$ cat src/rtl/pipe_pkg.sv
// Shared definitions for pipeline-stage registers: occupancy state encoding and the NOP payload.
package pipe_pkg;

   typedef enum logic [1:0] {
      ST_EMPTY = 2'd0,
      ST_ONE   = 2'd1,
      ST_FULL  = 2'd2
   } state_t;

   localparam logic [31:0] RV_NOP = 32'h00000013;

endpackage

$ cat src/rtl/pipe_data_reg.sv
// Payload register with load enable; async reset to RESET_VALUE.
// Latency 1 cycle from wen; no backpressure of its own.
module pipe_data_reg #(
   parameter int                    DATA_WIDTH  = 32,
   parameter logic [DATA_WIDTH-1:0] RESET_VALUE = '0
) (
   input  logic                  clk,
   input  logic                  rst,
   input  logic                  wen,
   input  logic [DATA_WIDTH-1:0] din,
   output logic [DATA_WIDTH-1:0] dout
);

   always_ff @(posedge clk or posedge rst) begin
      if (rst) begin
         dout <= RESET_VALUE;
      end else if (wen) begin
         dout <= din;
      end
   end

endmodule

$ cat src/rtl/pipe_skid_reg.sv
// Pipeline-stage register with valid/ready handshake and a one-beat skid entry.
// Latency 1 cycle; in_ready is a flop, so the skid absorbs the beat sent while the stall propagates.
module pipe_skid_reg
   import pipe_pkg::*;
#(
   parameter int                    DATA_WIDTH  = 32,
   parameter logic [DATA_WIDTH-1:0] RESET_VALUE = '0
) (
   input  logic                  clk,
   input  logic                  rst,
   input  logic                  flush,
   input  logic                  in_valid,
   output logic                  in_ready,
   input  logic [DATA_WIDTH-1:0] in_data,
   output logic                  out_valid,
   input  logic                  out_ready,
   output logic [DATA_WIDTH-1:0] out_data,
   output logic [1:0]            count
);

   state_t                  state_q;
   state_t                  state_nxt;
   logic                    in_ready_q;
   logic                    in_fire;
   logic                    out_fire;
   logic                    main_wen;
   logic                    skid_wen;
   logic                    main_from_skid;
   logic [DATA_WIDTH-1:0]   main_din;
   logic [DATA_WIDTH-1:0]   skid_q;

   assign in_fire   = in_valid & in_ready_q;
   assign out_fire  = out_valid & out_ready;
   assign in_ready  = in_ready_q;
   assign out_valid = (state_q != ST_EMPTY);
   assign count     = state_q;
   assign main_din  = main_from_skid ? skid_q : in_data;

   always_ff @(posedge clk or posedge rst) begin
      if (rst) begin
         state_q    <= ST_EMPTY;
         in_ready_q <= 1'b1;
      end else begin
         state_q    <= state_nxt;
         in_ready_q <= (state_nxt != ST_FULL);
      end
   end

   always_comb begin
      state_nxt      = state_q;
      main_wen       = 1'b0;
      skid_wen       = 1'b0;
      main_from_skid = 1'b0;
      case (state_q)
         ST_EMPTY: begin
            if (in_fire) begin
               state_nxt = ST_ONE;
               main_wen  = 1'b1;
            end
         end
         ST_ONE: begin
            if (in_fire && out_fire) begin
               main_wen = 1'b1;
            end else if (in_fire) begin
               state_nxt = ST_FULL;
               skid_wen  = 1'b1;
            end else if (out_fire) begin
               state_nxt = ST_EMPTY;
            end
         end
         ST_FULL: begin
            if (out_fire) begin
               state_nxt      = ST_ONE;
               main_wen       = 1'b1;
               main_from_skid = 1'b1;
            end
         end
         default: state_nxt = ST_EMPTY;
      endcase
      // Squash drops any incoming beat; stored payloads are left in place.
      if (flush) begin
         state_nxt = ST_EMPTY;
         main_wen  = 1'b0;
         skid_wen  = 1'b0;
      end
   end

   pipe_data_reg #(
      .DATA_WIDTH  (DATA_WIDTH),
      .RESET_VALUE (RESET_VALUE)
   ) u_main (
      .clk  (clk),
      .rst  (rst),
      .wen  (main_wen),
      .din  (main_din),
      .dout (out_data)
   );

   pipe_data_reg #(
      .DATA_WIDTH  (DATA_WIDTH),
      .RESET_VALUE (RESET_VALUE)
   ) u_skid (
      .clk  (clk),
      .rst  (rst),
      .wen  (skid_wen),
      .din  (in_data),
      .dout (skid_q)
   );

endmodule

$ cat config.mk
export PLATFORM = sky130hd
export DESIGN_NAME = pipe_skid_reg
export DESIGN_NICKNAME = d
export VERILOG_FILES = /design/src/rtl/pipe_pkg.sv /design/src/rtl/pipe_data_reg.sv /design/src/rtl/pipe_skid_reg.sv
export SDC_FILE = /design/constraint.sdc
export NUM_CORES = 1
export LEC_CHECK = 0
export CELL_PAD_IN_SITES_DETAIL_PLACEMENT = 1
export CELL_PAD_IN_SITES_GLOBAL_PLACEMENT = 2
export CORE_MARGIN = 4
export CORE_UTILIZATION = 27
export DETAILED_ROUTE_END_ITERATION = 8
export PLACE_DENSITY_LB_ADDON = 0.08
export SLEW_MARGIN = 20
export SYNTH_ARGS = -nofsm -noshare
export SYNTH_HDL_FRONTEND = slang
export SYNTH_SLANG_ARGS = --single-unit
$ cat constraint.sdc
create_clock -name clk -period 1.9 [get_ports clk]
set_input_delay 0.19 -clock clk [delete_from_list [all_inputs] [get_ports clk]]
set_output_delay 0.19 -clock clk [all_outputs]
set_load 0.01 [all_outputs]
==> Word level (Yosys, flattened, before mapping) <==
Index checks and enable logic that the tools add are counted.
{ "totals": {"regBits": 67, "word_cells": 29, "out_inout_bits": 36} }
{ "classes": {"eq_ne": 3, "n_mux": 17, "bitwise_logic": 2, "reduce_logical": 3} }
{ "ops": {"columns": ["op", "n"], "rows": [
  ["two-way mux 32 bit", 1],
  ["two-way mux 2 bit", 6],
  ["two-way mux 1 bit", 8],
  ["one-hot mux 2 bit (3 select lines)", 1],
  ["one-hot mux 1 bit (3 select lines)", 1],
  ["bitwise AND 1 bit", 2],
  ["equality test 2 x 1 -> 1 bit, second input constant", 1],
  ["equality test 2 bit, second input constant", 1],
  ["logical NOT 2 bit", 1],
  ["inequality test 2 bit, second input constant", 1],
  ["nonzero test 2 bit", 1],
  ["logical AND 1 bit", 1]
]} }

==> Logic depth before layout (Yosys ltp) <==
{ "logic_depth": {"word_depth": 8, "mapped_depth": 6} }

==> Modules after synthesis <==
From an unflattened synthesis, not the netlist that was laid out.
{ "hier_totals": {"cells_unflattened": 193, "area_unflattened_um2": 3395.8} }
{ "modules_own_cells": {"columns": ["mod", "cells_each", "area_per_inst_um2", "n_inst", "seq_area_each_um2"], "rows": [
  ["pipe_data_reg", 69, 1348.8, 2, 800.8],
  ["pipe_skid_reg", 55, 698.2, 1, 76.3]
]} }

==> Worst setup path after synthesis <==
No wires, ideal clock.
{ "synth_path": {"path_kind": "reg-to-reg", "startpoint": "register in_ready_q, in the netlist in_ready", "endpoint": "register u_skid.dout[29]", "required_time_ns": 1.775, "arrival_time_ns": 1.538, "path_slack_ns": 0.237, "n_path_buf": 2, "setup_time_ns": 0.125, "period_less_slack_ns": 1.663, "path_stages_with_launch": 7, "cell_sequence": "dfstp_2 -> nand2_1 -> nor2_1 -> and3_1 -> buf_2 -> buf_4 -> mux2_2"} }
{ "synth_via": {"elab_chain_len": 5} }
{ "synth_rtl": {"columns": ["item", "line", "source"], "rows": [
  ["start, declared", "pipe_skid_reg.sv:23", "logic in_ready_q;"],
  ["start signal, assigned", "pipe_skid_reg.sv:45", "in_ready_q <= (state_nxt != ST_FULL);"],
  ["bitwise AND 1 bit *", "pipe_skid_reg.sv:32", "assign in_fire = in_valid & in_ready_q;"],
  ["two-way mux 1 bit or logical AND 1 bit (tied branches)", "pipe_skid_reg.sv:64, pipe_skid_reg.sv:62", null],
  ["two-way mux 1 bit *", "pipe_skid_reg.sv:62", "if (in_fire && out_fire) begin"],
  ["two-way mux 1 bit *", "pipe_skid_reg.sv:54", "case (state_q)"],
  ["two-way mux 1 bit *", "pipe_skid_reg.sv:81", "if (flush) begin"],
  ["end signal, assigned", "pipe_data_reg.sv:18", "dout <= din;"],
  ["end, declared", "pipe_data_reg.sv:11", "output logic [DATA_WIDTH-1:0] dout"]
]} }
Every way passes the cells marked *; elsewhere a longest branch is shown, timed or not.
A chain may end at the register's enable or synchronous reset.

==> Worst setup path in the final report <==
{ "layout_path": {"startpoint": "register state_q[1], in the netlist count[1]", "endpoint": "output port out_valid"} }
{ "layout_via": {"elab_chain_len": 1} }
{ "layout_rtl": {"columns": ["item", "line", "source"], "rows": [
  ["start, declared", "pipe_skid_reg.sv:21", "state_t state_q;"],
  ["start signal, assigned", "pipe_skid_reg.sv:44", "state_q <= state_nxt;"],
  ["nonzero test 2 bit", "pipe_skid_reg.sv:35", "assign out_valid = (state_q != ST_EMPTY);"],
  ["end, declared", "pipe_skid_reg.sv:15", "output logic out_valid,"]
]} }
Every way passes these cells.

==> results.cfg <==
[yosys]
yosysUniqueCellTypes = 24
ys_ff_latch = 67
ys.flop_type = dfrtp_1
yosys-top-cells-count = dfrtp_1 (66), nand2_1 (66), nor2_1 (35), a31oi_1 (33), mux2_2 (25)
netlist_area_um2 = 2855
syn-num-nets = 301
avgSynthCellArea_um2 = 10.82
synthCells = 264
yosysTopAreaCell = dfrtp_1
ys_seq_area_frac = 0.5876
synth_top_cells_by_area = dfrtp_1 (58%), mux2_2 (9.9%), nand2_1 (8.7%), a31oi_1 (7.2%), nor2_1 (4.6%)
synth_warnings = 0
synth-edff-count = 0
async_flop_share = 1.000
synthDominantCellAreaShare = 0.5784

[global_routing]
grt_start_max_net_pins = 49
grt_pass1_vias = 2282
grtUsageTotal = 0.1240
grt_pass1_wl_mm = 12.16
gr-total-overflow = 0
antenna_found_initial = 0

[critical_path]
critPathCaptureType = output port
critPathKind = reg -> out
worstPathRequired_ns = 1.71
cp_max_fo = 9
arrival_ns = 1.62
start_kind = register

[clocking]
cts_sinks = 67
root_buffer = clkbuf_8
cts_buffers = 9
clock_latency_ns = 0.33
cts_tree = done
path_clk_slew_ns = 0.07
hold_buffers = 0
h-tree-depth = 3
clockBufferDepth = 2

[placement]
pre_cts_ws_ns = 0.07038
port_buffers = 72
gp_congestion = 0.6919
place_area_um2 = 3794
post-dp-hpwl_mm = 4.923

[power_and_ir_drop]
comb_power_share = 0.229
p_int_mw = 2.941
finalPower_mw = 4.020
leakagePower_nw = 1.658
power.share.switching = 0.2685
max-vdd-ir-drop_uv = 289.5
power.net_switching_mw = 1.080
pwr-share-seq = 0.488
pwr-share-clk = 0.283
power_density_nw_per_um2 = 1010

[floorplan]
die_w_um = 110.8
io_pins = 73
core_um2 = 10320
dieArea_um2 = 12280
num_rows = 37
fp.dieH_um = 110.8
start_util = 0.2766

[sta]
layout_setup_ws_ns = 0.09388
finalSetupViolCount = 0
finalHoldViolations = 0
maxSlewViolCount = 0
tightest_slew_ns = 0.4328
relSlewSlack = 0.7110
max_freq_mhz = 553.7
worst_hold_slack_ns = 0.1988
tns_ns = 0
post-route-min-period_ns = 1.806
post-route-period-util = 0.9506
rsz0062_at_grt = no
fin_skew_ns = 0.007645

[detailed_routing]
ant_nets = 0
drcViolationCount = 0
vias_per_cell = 4.478
via_count = 2163
first_pass_iters = 4
drtIter0Drc = 51
drt-total-wl_mm = 7.327
wl_per_cell_um = 15.17

[min_path]
hold_path_class = in -> async

[layout]
drive_above_1_share = 0.1729
antenna_cells = 0
final_area_um2 = 3980
num-nets-final = 379
area_growth_pct = 39.40
fill_cells = 1152

[flow_run]
maxCapViolations = 0

[status]
status = finished clean
==> power groups by stage <==
stage	clock [mW]	sequential [mW]	combinational, mW
2_1_floorplan	0	2.01	0.413
3_3_place_gp	0	1.98	0.919
3_5_place_dp	0	1.99	0.941
4_1_cts	1.20	1.97	0.942
5_1_grt	1.27	2.01	1.00
6_report	1.14	1.96	0.919
==> placed cells by master, fill, tap and decap left out <==
| cell | n |
|---|---|
| inv_2 | 1 |
| mux2i_1 | 1 |
| clkdlybuf4s50_1 | 72 |
| nand4bb_4 | 1 |
| and3_2 | 1 |
| mux2_1 | 7 |
| bufinv_16 | 1 |
| nor2_1 | 34 |
| dfrtp_1 | 65 |
| clkinv_2 | 3 |
| buf_4 | 9 |
| nand4b_1 | 1 |
| a31oi_4 | 1 |
| mux2_2 | 25 |
| clkinv_4 | 1 |
| or2_2 | 1 |
| clkbuf_8 | 9 |
| dfrtp_2 | 1 |
| a31oi_1 | 33 |
| dfstp_2 | 1 |
| buf_12 | 4 |
| clkbuf_1 | 2 |
| nand2b_1 | 1 |
| nand2_1 | 66 |
| nand3b_1 | 2 |
| a21o_1 | 1 |
| nor2_4 | 1 |
| nor3_1 | 1 |
| nand3_1 | 1 |
==> routing by layer <==
layer,share of wire,up-vias,track usage
met5,0,-,0
met4,0.015,0,0.05172
li1,-,1049,-
met1,0.48,1056,0.1672
met3,0.040,10,0.02948
met2,0.46,48,0.1909
==> through the flow <==
| stage | utilization | std cells |
|---|---|---|
| CTS | 0.3854 | 483 |
| global route | 0.3855 | 483 |
| detailed placement | 0.3675 | 467 |
| global placement | 0.3675 | 467 |
| finish | 0.3855 | 483 |
| floorplan | - | 264 |
==> cell families (layout without fill, tap and decap cells) <==
group                  Yosys count  count (layout)  synth area share
flip-flops                      67              67            0.5876
buffers and inverters           19             102           0.03943
AO/OA/AOI/OAI                   35              35           0.08239
multiplexers                    33              33            0.1297
AND/OR/NAND/NOR                110             110            0.1608
==> state kept, by name (all words and copies together) (netlist names) <==
register	cells
count	2
in_ready	1
u_main.dout	32
u_skid.dout	32
==> path summary, 6_finish.rpt <==
path,start,to,slack (ns),cells past startpoint
max,count[1]$_DFF_PP0_,out_valid,0.09,2
min,rst,u_main.dout[7]$_DFFE_PP0P_,0.20,2
max reg2reg,in_ready$_DFF_PP1_,u_skid.dout[15]$_DFFE_PP0P_,0.22,5
min reg2reg,u_skid.dout[28]$_DFFE_PP0P_,u_skid.dout[28]$_DFFE_PP0P_,0.49,1
max in group asynchronous,rst,u_skid.dout[11]$_DFFE_PP0P_,1.12,3
min in group clk,in_data[13],u_main.dout[13]$_DFFE_PP0P_,0.44,3
==> what timing repair did <==
| action | 4_1_cts | 5_1_grt |
|---|---|---|
| setup buffers | 0 | 0 |
| endpoints found under the setup margin | 0 | 1 |
| gates resized for setup | 0 | 1 |
==> worst max-delay path, stage by stage (launching register included) <==
cell and delay [ns]:
dfrtp_1 0.49, or2_2 0.32, clkdlybuf4s50_1 0.48
==> area by class of cell <==
| type | count | area [µm²] | area share |
|---|---|---|---|
| Sequential cell | 67 | 1679 | 0.4219 |
| Tap cell | 136 | 170.2 | 0.04275 |
| Timing Repair Buffer | 85 | 868.3 | 0.2182 |
| Inverter | 1 | 3.754 | 0.0009431 |
| Multi-Input combinational cell | 178 | 1074 | 0.2697 |
| Clock buffer | 11 | 131.4 | 0.03301 |
| Clock inverter | 5 | 53.80 | 0.01352 |
(Power assumes the default switching activity.)
